File: config.mk
export PLATFORM = sky130hd
export DESIGN_NAME = pick_sw_debounce
export DESIGN_NICKNAME = d
export VERILOG_FILES = /design/src/rtl/pick_sw_debounce.sv
export SDC_FILE = /design/constraint.sdc
export NUM_CORES = 1
export LEC_CHECK = 0
export CAP_MARGIN = 40
export CORE_MARGIN = 2
export CORE_UTILIZATION = 31
export CTS_BUF_LIST = sky130_fd_sc_hd__clkbuf_2
export CTS_CLUSTER_DIAMETER = 80
export DETAILED_ROUTE_END_ITERATION = 10
export GPL_TIMING_DRIVEN = 1
export PLACE_DENSITY = 0.55
export SETUP_SLACK_MARGIN = 0.1
export SYNTH_ARGS = -nofsm -noshare
export SYNTH_HDL_FRONTEND = slang
export SYNTH_SLANG_ARGS = --single-unit
File: constraint.sdc
create_clock -name clk -period 3 [get_ports clk]
set_input_delay 0.9 -clock clk [delete_from_list [all_inputs] [get_ports clk]]
set_output_delay 0.9 -clock clk [all_outputs]
set_load 0.005 [all_outputs]
File: src/rtl/pick_sw_debounce.sv
// pick_sw_debounce: synchronise and debounce ten raw switches into the select and data words of pick, flagging each accepted change.
module pick_sw_debounce #(
  parameter int STABLE_CYCLES = 16,
  parameter int CNT_W = 5
) (
  input  logic       clk,
  input  logic       rst_n,
  input  logic [9:0] sw,
  input  logic       hold,
  output logic [1:0] y,
  output logic [1:0] x0,
  output logic [1:0] x1,
  output logic [1:0] x2,
  output logic [1:0] x3,
  output logic       chg,
  output logic [9:0] chg_mask
);
  localparam logic [CNT_W-1:0] LAST = CNT_W'(STABLE_CYCLES - 1);
  logic [9:0] s1, s2, st, st_nx, mask_nx;
  logic [9:0][CNT_W-1:0] cnt, cnt_nx;
  always_comb begin
    st_nx = st;
    cnt_nx = cnt;
    mask_nx = '0;
    for (int i = 0; i < 10; i++) begin
      if (!hold && s2[i] != st[i] && cnt[i] == LAST) begin
        st_nx[i] = s2[i];
        cnt_nx[i] = '0;
        mask_nx[i] = 1'b1;
      end else if (!hold) begin
        cnt_nx[i] = (s2[i] != st[i]) ? cnt[i] + 1'b1 : '0;
      end
    end
  end
  always_ff @(posedge clk or negedge rst_n) begin
    if (!rst_n) begin
      s1 <= '0;
      s2 <= '0;
      st <= '0;
      cnt <= '0;
      chg_mask <= '0;
      chg <= 1'b0;
    end else begin
      s1 <= sw;
      s2 <= s1;
      st <= st_nx;
      cnt <= cnt_nx;
      chg_mask <= mask_nx;
      chg <= |mask_nx;
    end
  end
  assign y  = st[1:0];
  assign x0 = st[3:2];
  assign x1 = st[5:4];
  assign x2 = st[7:6];
  assign x3 = st[9:8];
endmodule

==> results of run 1 <==
[metrics by stage]
| stage | util [%] | std cells | hold slack [ns] | power (W) |
|---|---|---|---|---|
| global route | 36.29 | 504 | 0.2531 | 0.002262 |
| floorplan | - | 314 | 0.3312 | 0.001557 |
| CTS | 36.29 | 504 | 0.2834 | 0.002156 |
| finish | 36.29 | 504 | 0.3040 | 0.002121 |
| global placement | 35.64 | 488 | 0.3339 | 0.001637 |
| detailed placement | 35.64 | 488 | 0.3364 | 0.001649 |
[flip-flops by register name (all words and copies together), names as in the netlist]
name	count
s1	10
s2	10
chg_mask	10
cnt	50
chg	1
st	10
[logic make-up (layout without fill, tap and decap cells)]
kind of cell | count (synthesis) | count (layout) | synth area share (%)
muxes | 10 | 10 | 2.987
adders and majority gates | 20 | 20 | 6.638
AOI/OAI and AO/OA | 69 | 69 | 11.72
and+or+nand+nor | 89 | 89 | 13.04
buffers and inverters | 25 | 68 | 2.888
DFF | 91 | 91 | 60.40
xor gates and xnor gates | 10 | 10 | 2.323
[layout by cell type (no fill, tap or decap), types with 8 or more instances in the layout]
| master | netlist | final |
|---|---|---|
| a21oi_1 | 10 | 10 |
| clkbuf_2 | 0 | 12 |
| mux2_2 | 10 | 10 |
| nor3_1 | 10 | 10 |
| inv_1 | 16 | 16 |
| o22ai_1 | 10 | 10 |
| nand3_1 | 11 | 11 |
| or3_1 | 14 | 14 |
| ha_1 | 20 | 20 |
| o21ai_0 | 15 | 15 |
| xnor2_1 | 10 | 10 |
| clkdlybuf4s50_1 | 0 | 31 |
| a31oi_1 | 8 | 8 |
| nand2_1 | 20 | 20 |
| and3_1 | 10 | 10 |
| dfrtp_1 | 91 | 91 |
| nor3b_1 | 9 | 9 |
| a22o_1 | 12 | 12 |
[per-layer routing]
layer / routed length [um] / part of all wire (%)
met5: 0 / 0
met4: 120 / 1.8
met3: 228 / 3.4
met2: 3131 / 47
met1: 3171 / 48
[worst paths after layout]
check	end	slack, ns	startpoint
max in group asynchronous	cnt[20]$_DFFE_PN0P_	2.05	rst_n
setup / recovery	x1[1]	0.59	st[5]$_DFFE_PN0P_
min in group clk	s2[4]$_DFF_PN0_	0.38	s1[4]$_DFF_PN0_
setup reg to reg	chg$_DFF_PN0_	0.84	cnt[40]$_DFFE_PN0P_
hold / removal	chg_mask[0]$_DFF_PN0_	0.30	rst_n
hold reg to reg	s2[4]$_DFF_PN0_	0.38	s1[4]$_DFF_PN0_
[area by class of cell]
type                    instances  area (um^2)
well taps                     147        183.9
repair buffers                 36        357.8
clock buffers                  12        60.06
multi-input cells             198         1384
inverters                      16        60.06
flip-flops and latches         91         2277
clock inverters                 4        17.52
fillers                      1175         7621
[power by group]
| group | leakage [nW] | switching [W] | internal [W] | total [W] |
|---|---|---|---|---|
| logic | 0.715 | 0.000115 | 0.0000993 | 0.000214 |
| registers | 1.20 | 0.0000860 | 0.00132 | 0.00141 |
| clock network | 0.0608 | 0.000386 | 0.000112 | 0.000498 |
==> impl_metrics.ini, run 1 <==
[cts]
clk_latency_ns = 0.53
cts_tree = yes
cts.reportedPaths.clkPinSlew_ns = 0.23
clk_path_buf_depth = 2
ctsResizeCount = 0
cts_sinks = 91
cts_hold_buf = 0
htreeDepth = 3
cts-root-buf = clkbuf_2
cts_buffers = 9
post_cts_buffers = 0

[sta]
period_share_pct = 80.32
rsz0062_at_grt = no
relSlewSlack_pct = 48.07
setup_viol = 0
worstMarginPinSlew_ns = 0.7781
finalCriticalPeriod_ns = 2.410
hold_violations = 0
fin_skew_ns = 0.01636
fmax_ghz = 0.4150
fin_ws_ns = 0.5905
slew_viol_final = 0
timing.setup.tns_ns = 0

[critical_path]
worstPathCellList = clkdlybuf4s50_1
critPathArrivalTime_ns = 1.51
crit_family = buffers and inverters
path_buf_inv = 1
slowest_stage = clkdlybuf4s50_1
start_kind = register
endpoint_kind = output port
cp_max_fo = 3
worstSetupPathType = register to output port
slowest_delay_ns = 0.53
required_ns = 2.10
worst-r2r-cell-count = 6
worst-path-stages = 1

[place]
io_buffers = 33
dpl_cell_area_um2 = 4263
dpl.hpwl_mm = 4.539
gp_congestion = 0.7176
place_ws_ns = 0.3631

[floorplan]
fp.dieW_um = 114.3
coreArea_um2 = 11960
start_util_pct = 31.52
fp.dieH_um = 114.3
rows = 40
fp.dieArea_um2 = 13060
io_pins = 34

[global_route]
grt_max_degree = 54
grt_pass1_wl_mm = 11.46
busiest_layer = met2
grt_pass1_vias = 2496
track_usage_pct = 11.23
use_met3_pct = 3.388
grt_antenna_before_repair = 0
use_met2_pct = 18.06
use_met1_pct = 13.90
grt_remaining_overflow = 0

[routing]
wire_per_inst_um = 13.20
vias_per_cell = 4.893
drt_wl_total_mm = 6.652
ant_nets = 0
vias = 2466
drtIter0Drc = 114
drc = 0
first_pass_iters = 4

[logic_synthesis]
synth_edf_count = 0
syn_inst = 314
syn_area_per_cell_um2 = 12.01
synth_top_area_share_pct = 60.40
netlist_top_cells_count = dfrtp_1, ha_1, nand2_1, inv_1, o21ai_0
yosysMostFrequentCell = dfrtp_1
yosys.cell_types.count = 28
synthTopCellsByArea = dfrtp_1, ha_1, mux2_2, a22o_1, or3_1
ys_seq_area_share_pct = 60.40
netlist.top_cell.by_area = dfrtp_1
async_flop_share_pct = 100.0
ys_warn_count = 0
syn_nets = 347
synth-main-ff-cell = dfrtp_1
ys_seq_elements = 91
netlist_area_um2 = 3770

[pwr]
p_leak_nw = 1.976
vdd_drop_max_mv = 0.1827
power_density_nw_per_um2 = 488.6

[run]
drv_cap = 0

[worst_hold_path]
hp-class = input port to asynchronous set/reset pin

[final_layout]
final_cell_area_um2 = 4340
drive_gt1_share_pct = 8.683
finish.net_count = 385
num_antenna_cells = 0
area_delta_synth_final_pct = 15.13

[run_status]
status = completed
Note: power is estimated with default switching activity, not from simulation.
==> run 2, diff against run 1 <==
--- a/config.mk
+++ b/config.mk
@@ -12,7 +12,7 @@
 export CTS_CLUSTER_DIAMETER = 80
 export DETAILED_ROUTE_END_ITERATION = 10
 export GPL_TIMING_DRIVEN = 1
-export PLACE_DENSITY = 0.55
+export PLACE_DENSITY = 0.57
 export SETUP_SLACK_MARGIN = 0.1
 export SYNTH_ARGS = -nofsm -noshare
 export SYNTH_HDL_FRONTEND = slang
==> constraint.sdc (replaced) <==
create_clock -name clk -period 2.18 [get_ports clk]
set_input_delay 0.654 -clock clk [delete_from_list [all_inputs] [get_ports clk]]
set_output_delay 0.654 -clock clk [all_outputs]
set_load 0.005 [all_outputs]
==> run 2 against run 1 <==
Against the previous run:
- first-iteration DRC count shrank 28%
- critical path depth grew 5
- worst hold slack lost 0.20 ns
- clock power grew 64%
- die area is the same
- setup slack lost 0.41 ns
- via count grew 1.5%
- cell count grew 4.4%
- sequential power grew 38%
- power grew 45%
- critical endpoint is now cnt[23]$_DFFE_PN0P_
- highest routed layer unchanged
==> impl_metrics.ini, run 2 (synthesis gave the netlist of run 1 again) <==
[sta]
timing.setup.tns_ns = 0
fin_ws_ns = 0.1787
hold_violations = 0
relSlewSlack_pct = 59.16
fin_skew_ns = 0.02262
rsz0062_at_grt = no
setup_viol = 0
finalCriticalPeriod_ns = 2.001
fmax_ghz = 0.4997
worstMarginPinSlew_ns = 0.6126
slew_viol_final = 0
period_share_pct = 91.80

[pwr]
power.total_w = 0.003068
p_leak_nw = 2.216
power_density_nw_per_um2 = 676.6
vdd_drop_max_mv = 0.3232

[final_layout]
final_common_cell = dfrtp_1
largest_register_ffs = 50
num_antenna_cells = 0
finish.net_count = 408
drive_gt1_share_pct = 14.78
fill_cells = 1133
final_core_util_pct = 37.91
largest-register = cnt
area_delta_synth_final_pct = 20.28
final_cell_mix = dfrtp_1, buf_4, dlygate4sd2_1

[cts]
cts_buffers = 9
cts_tree = yes
cts_sinks = 91
cts-root-buf = clkbuf_2
cts.reportedPaths.clkPinSlew_ns = 0.24
htreeDepth = 3
clk_latency_ns = 0.53
clk_path_buf_depth = 2

[critical_path]
ff2ff_setup_slack_ns = 0.18
path_buf_inv = 0
slowest_delay_ns = 0.45
worst-path-stages = 6
required_ns = 2.65
worstSetupPathType = register to register
start_kind = register
worstPathCellList = ha_1, and3_1, ha_1, or3_1, or3_1, o21ai_0
slowest_stage = dfrtp_1
crit_family = simple AND/OR/NAND/NOR gates
endpoint_kind = register
critPathArrivalTime_ns = 2.47
cp_max_fo = 3
worst-r2r-cell-count = 6

[floorplan]
fp.dieH_um = 114.3
fp.dieArea_um2 = 13060
io_pins = 34
rows = 40
coreArea_um2 = 11960
start_util_pct = 31.52
fp.dieW_um = 114.3

[global_route]
grt_max_degree = 92
grt_pass1_wl_mm = 11.58
grt_antenna_before_repair = 0
grt_pass1_vias = 2528
track_usage_pct = 11.22
grt_remaining_overflow = 0

[run]
drv_cap = 0

[routing]
first_pass_iters = 6
drtIter0Drc = 82
ant_nets = 0
drt_wl_total_mm = 6.660
wire_per_inst_um = 12.66
vias = 2504
vias_per_cell = 4.760
drc = 0

[worst_hold_path]
hp-class = input port to asynchronous set/reset pin

[place]
place_ws_ns = 0.05423
gp_congestion = 0.7220
dpl.hpwl_mm = 4.413
io_buffers = 33

[run_status]
status = completed
==> run 2: routing by layer <==
| metal | vias to the layer above | part of all wire [%] | global-route usage (%) |
|---|---|---|---|
| li1 | 1254 | - | - |
| met1 | 1218 | 49 | 14.92 |
| met2 | 25 | 47 | 17.42 |
| met3 | 7 | 2.5 | 2.753 |
| met4 | 0 | 1.5 | 5.041 |
| met5 | - | 0 | 0 |
==> run 2: path summary, 6_finish.rpt <==
path / endpoint / start
setup / recovery: cnt[23]$_DFFE_PN0P_ / cnt[20]$_DFFE_PN0P_
min in group clk: s2[2]$_DFF_PN0_ / s1[2]$_DFF_PN0_
setup reg to reg: cnt[23]$_DFFE_PN0P_ / cnt[20]$_DFFE_PN0P_
hold / removal: s2[3]$_DFF_PN0_ / rst_n
hold reg to reg: s2[2]$_DFF_PN0_ / s1[2]$_DFF_PN0_
max in group asynchronous: s1[0]$_DFF_PN0_ / rst_n
==> run 2: final cells by class <==
class                      count  area, um^2  share of cell area (%)
multi-input combinational    198        1389                   30.63
sequential                    91        2277                   50.22
clock buffer                  11       55.05                   1.214
tap                          147       183.9                   4.056
inverter                      16       60.06                   1.325
clock inverter                 4       52.55                   1.159
timing repair buffer          59       516.7                   11.40
==> run 2: report_power, final <==
group          leakage [nW]  switching (W)  total (W)  internal [W]
registers              1.20       0.000117    0.00194       0.00182
logic                 0.944       0.000161   0.000315      0.000153
clock network        0.0720       0.000544   0.000816      0.000271
==> run 2: repair_timing <==
| action | 4_1_cts | 5_1_grt |
|---|---|---|
| buffers inserted | 8 | 2 |
| setup endpoints to repair | 21 | 3 |
| hold buffers | 0 | 0 |
| resized for setup | 21 | 1 |
==> run 2: through the flow <==
stage	instances	instance area (um^2)	hold WS (ns)
2_1_floorplan	314	3770	0.3312
3_3_place_gp	501	4373	0.3320
3_5_place_dp	501	4373	0.3347
4_1_cts	524	4514	0.07284
5_1_grt	526	4534	0.07675
6_report	526	4534	0.1049
